## config.mk

```make
export PLATFORM = sky130hd
export DESIGN_NAME = i2c_cmd_arbiter
export DESIGN_NICKNAME = d
export VERILOG_FILES = /design/src/rtl/i2c_cfg_pkg.sv /design/src/rtl/i2c_tick_gen.sv /design/src/rtl/i2c_cmd_arbiter.sv
export SDC_FILE = /design/constraint.sdc
export NUM_CORES = 1
export LEC_CHECK = 0
export ABC_CLOCK_PERIOD_IN_PS = 5150
export BUFFER_PORTS_ARGS = -buffer_cell sky130_fd_sc_hd__buf_2
export CAP_MARGIN = 20
export CORE_ASPECT_RATIO = 0.8
export CORE_MARGIN = 10
export CORE_UTILIZATION = 45
export DETAILED_ROUTE_END_ITERATION = 6
export HOLD_SLACK_MARGIN = 0.03
export PLACE_DENSITY_LB_ADDON = 0.25
export SYNTH_ARGS = -nofsm -noshare
export SYNTH_HDL_FRONTEND = slang
export SYNTH_SLANG_ARGS = --single-unit
```

## constraint.sdc

```tcl
create_clock -name iCLK -period 5.15 [get_ports iCLK]
set_clock_uncertainty 0.1 [all_clocks]
set_input_delay 0.515 -clock iCLK [delete_from_list [all_inputs] [get_ports iCLK]]
set_output_delay 0.515 -clock iCLK [all_outputs]
set_load 0.005 [all_outputs]
```

## src/rtl/i2c_cfg_pkg.sv

```systemverilog
// Shared I2C configuration types: arbiter FSM states, transfer word width,
// slave addresses and the round-robin distance helper.
package i2c_cfg_pkg;

  localparam int I2C_WORD_W = 24;

  localparam logic [7:0] VIDEO_ADDR = 8'h40;
  localparam logic [7:0] AUDIO_ADDR = 8'h34;

  typedef enum logic [2:0] {
    ST_IDLE,
    ST_LOAD,
    ST_WAIT_END,
    ST_REARM,
    ST_DONE
  } arb_state_e;

  // Steps from the round-robin pointer to requester j, wrapping at n.
  function automatic int rr_dist(input int j, input int ptr, input int n);
    return (j >= ptr) ? (j - ptr) : (j - ptr + n);
  endfunction

endpackage

```

## src/rtl/i2c_tick_gen.sv

```systemverilog
// Controller clock divider: counter 0..DIV_MAX, toggles o_ctrl_clk on wrap and
// strobes o_tick on the wrap cycle where o_ctrl_clk rises.
module i2c_tick_gen #(
  parameter int CLK_FREQ = 50000000,
  parameter int I2C_FREQ = 20000
) (
  input  logic i_clk,
  input  logic i_rst_n,
  output logic o_ctrl_clk,
  output logic o_tick
);

  localparam int DIV_MAX = CLK_FREQ / I2C_FREQ;
  localparam int CNT_W   = (DIV_MAX > 0) ? $clog2(DIV_MAX + 1) : 1;

  logic [CNT_W-1:0] r_cnt;
  logic             r_ctrl_clk;
  logic             w_wrap;

  assign w_wrap = (r_cnt == CNT_W'(DIV_MAX));

  // NOTE: sequential state uses non-blocking assignments so every register
  // samples pre-edge values, independent of statement order.
  always_ff @(posedge i_clk or negedge i_rst_n) begin
    if (!i_rst_n) begin
      r_cnt      <= '0;
      r_ctrl_clk <= 1'b0;
    end else if (w_wrap) begin
      r_cnt      <= '0;
      r_ctrl_clk <= ~r_ctrl_clk;
    end else begin
      r_cnt <= r_cnt + 1'b1;
    end
  end

  assign o_ctrl_clk = r_ctrl_clk;
  assign o_tick     = w_wrap & ~r_ctrl_clk;

endmodule

```

## src/rtl/i2c_cmd_arbiter.sv

```systemverilog
// Round-robin arbiter sharing one I2C_Controller among NUM_REQ register writers,
// with NACK retry. Define I2C_ARB_TIMEOUT_EN to add the WAIT_END tick timeout.
module i2c_cmd_arbiter
  import i2c_cfg_pkg::*;
#(
  parameter int NUM_REQ   = 2,
  parameter int CLK_FREQ  = 50000000,
  parameter int I2C_FREQ  = 20000,
  parameter int MAX_RETRY = 3
`ifdef I2C_ARB_TIMEOUT_EN
  , parameter int TIMEOUT_TICKS = 64
`endif
) (
  input  logic                          iCLK,
  input  logic                          iRST_N,
  input  logic [NUM_REQ-1:0]            iREQ,
  input  logic [I2C_WORD_W*NUM_REQ-1:0] iREQ_DATA,
  output logic [NUM_REQ-1:0]            oDONE,
  output logic [NUM_REQ-1:0]            oERR,
  output logic                          oBUSY,
  output logic                          oCTRL_CLK,
  output logic [I2C_WORD_W-1:0]         oI2C_DATA,
  output logic                          oI2C_GO,
  input  logic                          iI2C_END,
  input  logic                          iI2C_ACK
);

  localparam int PTR_W   = 2;
  localparam int RETRY_W = $clog2(MAX_RETRY + 2);

  arb_state_e              r_state;
  logic [PTR_W-1:0]        r_rr_ptr;
  logic [PTR_W-1:0]        r_gnt;
  logic [NUM_REQ-1:0]      r_gnt_oh;
  logic [I2C_WORD_W-1:0]   r_data;
  logic [RETRY_W-1:0]      r_retry;
  logic                    r_err;

  logic                    w_tick;
  logic                    w_gnt_found;
  logic [PTR_W-1:0]        w_gnt_idx;
  logic [NUM_REQ-1:0]      w_gnt_oh;
  logic [I2C_WORD_W-1:0]   w_gnt_data;
  int                      w_best;
  logic                    w_attempt_end;
  logic                    w_nack;

  i2c_tick_gen #(
    .CLK_FREQ (CLK_FREQ),
    .I2C_FREQ (I2C_FREQ)
  ) u_tick_gen (
    .i_clk      (iCLK),
    .i_rst_n    (iRST_N),
    .o_ctrl_clk (oCTRL_CLK),
    .o_tick     (w_tick)
  );

  // NOTE: every variable gets a default before the loop so no latch is inferred.
  always_comb begin
    w_gnt_found = 1'b0;
    w_gnt_idx   = '0;
    w_gnt_oh    = '0;
    w_gnt_data  = '0;
    w_best      = NUM_REQ;
    for (int j = 0; j < NUM_REQ; j++) begin
      if (iREQ[j] && (rr_dist(j, int'(r_rr_ptr), NUM_REQ) < w_best)) begin
        w_best      = rr_dist(j, int'(r_rr_ptr), NUM_REQ);
        w_gnt_found = 1'b1;
        w_gnt_idx   = PTR_W'(j);
        w_gnt_oh    = '0;
        w_gnt_oh[j] = 1'b1;
        w_gnt_data  = iREQ_DATA[j*I2C_WORD_W +: I2C_WORD_W];
      end
    end
  end

`ifdef I2C_ARB_TIMEOUT_EN
  localparam int TO_W = $clog2(TIMEOUT_TICKS + 1);
  logic [TO_W-1:0] r_to_cnt;

  // A silent controller is treated as a NACK once the tick budget runs out.
  assign w_attempt_end = iI2C_END || (r_to_cnt == TO_W'(TIMEOUT_TICKS - 1));
  assign w_nack        = iI2C_END ? iI2C_ACK : 1'b1;
`else
  assign w_attempt_end = iI2C_END;
  assign w_nack        = iI2C_ACK;
`endif

  always_ff @(posedge iCLK or negedge iRST_N) begin
    if (!iRST_N) begin
      r_state   <= ST_IDLE;
      r_rr_ptr  <= '0;
      r_gnt     <= '0;
      r_gnt_oh  <= '0;
      r_data    <= '0;
      r_retry   <= '0;
      r_err     <= 1'b0;
      oI2C_DATA <= '0;
      oI2C_GO   <= 1'b0;
      oDONE     <= '0;
      oERR      <= '0;
      oBUSY     <= 1'b0;
`ifdef I2C_ARB_TIMEOUT_EN
      r_to_cnt  <= '0;
`endif
    end else begin
      oDONE <= '0;
      oERR  <= '0;
      // DONE runs at iCLK rate so the pulse is exactly one iCLK wide.
      if (r_state == ST_DONE) begin
        oDONE    <= r_gnt_oh;
        oERR     <= r_err ? r_gnt_oh : '0;
        r_rr_ptr <= (r_gnt == PTR_W'(NUM_REQ - 1)) ? '0 : r_gnt + 1'b1;
        oBUSY    <= 1'b0;
        r_state  <= ST_IDLE;
      end else if (w_tick) begin
        case (r_state)
          ST_IDLE: begin
            if (w_gnt_found) begin
              r_gnt    <= w_gnt_idx;
              r_gnt_oh <= w_gnt_oh;
              r_data   <= w_gnt_data;
              r_retry  <= '0;
              r_err    <= 1'b0;
              oBUSY    <= 1'b1;
              r_state  <= ST_LOAD;
            end
          end
          ST_LOAD: begin
            oI2C_DATA <= r_data;
            oI2C_GO   <= 1'b1;
            r_state   <= ST_WAIT_END;
`ifdef I2C_ARB_TIMEOUT_EN
            r_to_cnt  <= '0;
`endif
          end
          ST_WAIT_END: begin
            if (w_attempt_end) begin
              oI2C_GO <= 1'b0;
              if (!w_nack) begin
                r_state <= ST_DONE;
              end else if (r_retry < RETRY_W'(MAX_RETRY)) begin
                r_retry <= r_retry + 1'b1;
                r_state <= ST_REARM;
              end else begin
                r_err   <= 1'b1;
                r_state <= ST_DONE;
              end
            end
`ifdef I2C_ARB_TIMEOUT_EN
            else begin
              r_to_cnt <= r_to_cnt + 1'b1;
            end
`endif
          end
          ST_REARM: r_state <= ST_LOAD;
          default:  r_state <= ST_IDLE;
        endcase
      end
    end
  end

endmodule

```

==> qor.csv <==
stage,metric,value,unit
global_route,initial antenna violation count,0,
route,DR iter-0 viols,133,
die,Chip Width,122.5,µm
finish,multi-input logic area,1628,µm²
finish,register area,1927,µm²
route,routed len/inst,15.79,µm
pwr,Max IR drop VDD,0.0001382,V
pwr,combinational share of power,6.1,%
global_route,gr ovfl total,0,
run,number of max-cap violations,0,
place,placed instance area,4237,µm²
global_route,largest net degree at the start of global routing,78,
clock_network,clock sinks,77,
pwr,Clk pwr share,44.5,%
pwr,Sw Share,21.65,%
clock_network,Post-CTS Hold Buffers,0,
clock_network,CTS H-Tree Depth,3,
finish,post-route cell area,4474,µm²
setup_path,CP arrival,3.31,ns
logic_synthesis,Synth Instances,309,
route,DRC violations left,0,
sta,worst-margin pin slew,1.116,ns
sta,final period utilization,61.72,%
finish,# fillers,686,
setup_path,"delay-heaviest family, CP",simple AND/OR/NAND/NOR gates,
setup_path,slowest CP cell,nor4_2,
sta,Slew HR,25.45,%
clock_network,post_cts resized,0,
route,Routed Antenna Nets,0,
route,final wirelength,7959,µm
logic_synthesis,Post-Syn Area,3782,µm²
die,core area,8055,µm²
sta,max frequency,314.6,MHz
setup_path,maximum fanout along the worst path,27,
logic_synthesis,sequential element share of the synthesized area,50.94,%
logic_synthesis,Synth cell types,52,
clock_network,CTS buffer count,9,
finish,nets@finish,449,
sta,Final Max Slew Viols,0,
global_route,vias in the first global route,2625,
setup_path,Worst Setup Start Kind,flop,
die,die height,102,µm
logic_synthesis,synth warn,0,
setup_path,Crit. End Element,flop,
pwr,Power per Cell Area,272.7,nW/µm²
clock_network,clk_lat worst skew,0.35,ns
die,initial core utilization,46.96,%
finish,share of layout cells above drive strength 1,34.60,%
sta,final worst slack,1.971,ns
status,status,finished clean,
pwr,P_leak,2.496,nW
clock_network,clock slew at the register clock pins of the worst setup and hold paths,0.08,ns
pwr,P_int,0.9562,mW
clock_network,CTS tree,done,
logic_synthesis,dominant synthesized flop cell,dfrtp_1,
finish,Antenna Cells,0,
setup_path,WP buf/inv,1,
die,Top Ports,85,
route,Vias per Instance,4.899,
setup_path,"slowest stage delay, CP",0.88,ns
clock_network,"Setup Fix Bufs, Post-CTS",0,
place,Place WS,2.009,ns
clock_network,clk buf depth,2,
finish,Area Overhead vs Synth,18.29,%
die,total die area,12500,µm²
place,Placer Congestion,0.8276,
global_route,first-pass GRT wire length,13030,µm
place,port bufs,84,
pwr,switching power,0.2642,mW
pwr,register share of total power,49.5,%
clock_network,Clock Tree Root,clkbuf_8,
min_path,Hold Crit Class,in2async,
route,Pre-Repair DR Iteration Count,4,
sta,RSZ-0062 raised after global routing,false,
place,HPWL after DPL,5701,µm
sta,setup TNS,0,ns
logic_synthesis,syn_nets,367,
logic_synthesis,Post-synth ARST share,100.0,%
sta,final worst path period need,3.179,ns
logic_synthesis,number of flops mapped to enable cells by yosys,0,
sta,Final setup viols,0,
sta,endpoints failing hold,0,
setup_path,worst-path cell chain,"or4b_4, nor4_2, and4_1, buf_4, mux2_2",
die,# rows,29,
setup_path,CP required,5.28,ns
route,DR vias,2469,
setup_path,Crit Path Class,reg2reg,
global_route,Total GRT Usage,12.99,%
logic_synthesis,syn_area_per_cell,12.24,µm²
logic_synthesis,register bit total from synthesis,77,
[worst paths after layout]
path / slack, ns / cells past startpoint / endpoint / startpoint
worst max-delay path: 1.97 / 5 / r_data[6] / u_tick_gen.r_cnt[3]
worst min-delay path: 0.19 / 1 / u_tick_gen.r_cnt[11] / iRST_N
worst min register to register: 0.38 / 1 / oI2C_DATA[1] / r_data[1]
min in group iCLK: 0.29 / 2 / oI2C_GO / iI2C_END
max in group asynchronous: 4.12 / 1 / oI2C_DATA[11] / iRST_N
worst max register to register: 1.97 / 5 / r_data[6] / u_tick_gen.r_cnt[3]
[layout by cell type, fill, tap and decap left out, types with 4 or more instances in the layout]
cell type,instances
mux2i_1,26
nor2_1,10
a21oi_1,6
buf_2,83
and3_1,4
ha_1,4
mux2_1,27
mux2_4,20
xnor2_1,5
xor2_1,5
inv_1,31
nand2_1,32
dfrtp_1,77
nand3_1,5
clkbuf_8,9
[state kept, by name, summed over array words and instances, names as in the netlist]
signal,cells
u_tick_gen.r_cnt,12
oI2C_DATA,24
r_retry,3
r_err,1
u_tick_gen.o_ctrl_clk,1
oDONE,2
oBUSY,1
r_rr_ptr,1
oERR,2
r_state,3
r_gnt_oh,2
oI2C_GO,1
r_data,24
[worst register-to-register path, delay by kind of cell (launching register included)]
kind,cells,cell delay [ns]
and+or+nand+nor,3,1.77
DFF,1,0.45
muxes,1,0.39
buffers and inverters,1,0.35
[power by group through the flow]
stage / registers [mW] / clock network (mW) / logic (mW)
finish: 0.604 / 0.543 / 0.0738
global route: 0.604 / 0.580 / 0.0840
CTS: 0.604 / 0.555 / 0.0758
detailed placement: 0.616 / 0 / 0.0752
global placement: 0.616 / 0 / 0.0737
floorplan: 0.616 / 0 / 0.0352
[cell families (layout without fill, tap and decap cells)]
| kind of cell | after synthesis | count (layout) | synth area share, % |
|---|---|---|---|
| XOR/XNOR | 10 | 10 | 2.315 |
| buffers and inverters | 45 | 132 | 6.318 |
| adder cells (fa/ha/maj) | 4 | 4 | 1.323 |
| AND/OR/NAND/NOR | 76 | 76 | 11.18 |
| other | 1 | 1 | 0.09914 |
| AO/OA/AOI/OAI | 20 | 20 | 4.069 |
| flip-flops | 77 | 77 | 50.94 |
| multiplexers | 76 | 76 | 23.75 |
[stage by stage]
stage / instances / hold WS, ns / total power, mW / utilization, %
floorplan: 309 / 0.1194 / 0.6514 / -
global placement: 488 / 0.3594 / 0.6897 / 52.59
detailed placement: 488 / 0.3636 / 0.6913 / 52.59
CTS: 504 / 0.2519 / 1.234 / 55.55
global route: 504 / 0.2815 / 1.268 / 55.55
finish: 504 / 0.1860 / 1.220 / 55.55
[final cells by class]
class                      count  area share (%)
timing repair buffer          85           9.620
clock inverter                 7           2.545
tap                          108           3.020
clock buffer                   9           2.768
inverter                      31           2.601
sequential                    77           43.06
multi-input combinational    187           36.38
[metal layers]
metal / track usage [%] / wire length [µm]
met5: 0 / 0
met4: 3.526 / 63
met3: 5.565 / 575
met2: 20.37 / 3613
met1: 16.12 / 3705
[cell usage after synthesis (all sizes together) (3+ instances only)]
| cell | n | share of area (%) |
|---|---|---|
| clkbuf | 5 | 0.76 |
| nor2 | 11 | 1.2 |
| nand3 | 5 | 0.66 |
| nor3b | 3 | 0.60 |
| xor2 | 5 | 1.2 |
| mux2i | 26 | 6.9 |
| ha | 4 | 1.3 |
| dfrtp | 77 | 51 |
| xnor2 | 5 | 1.2 |
| mux2 | 50 | 17 |
| buf | 9 | 2.5 |
| inv | 31 | 3.1 |
| nand4 | 4 | 1.1 |
| a21oi | 7 | 0.93 |
| and3 | 4 | 0.66 |
| nand2 | 33 | 3.5 |
(Power assumes the default switching activity.)
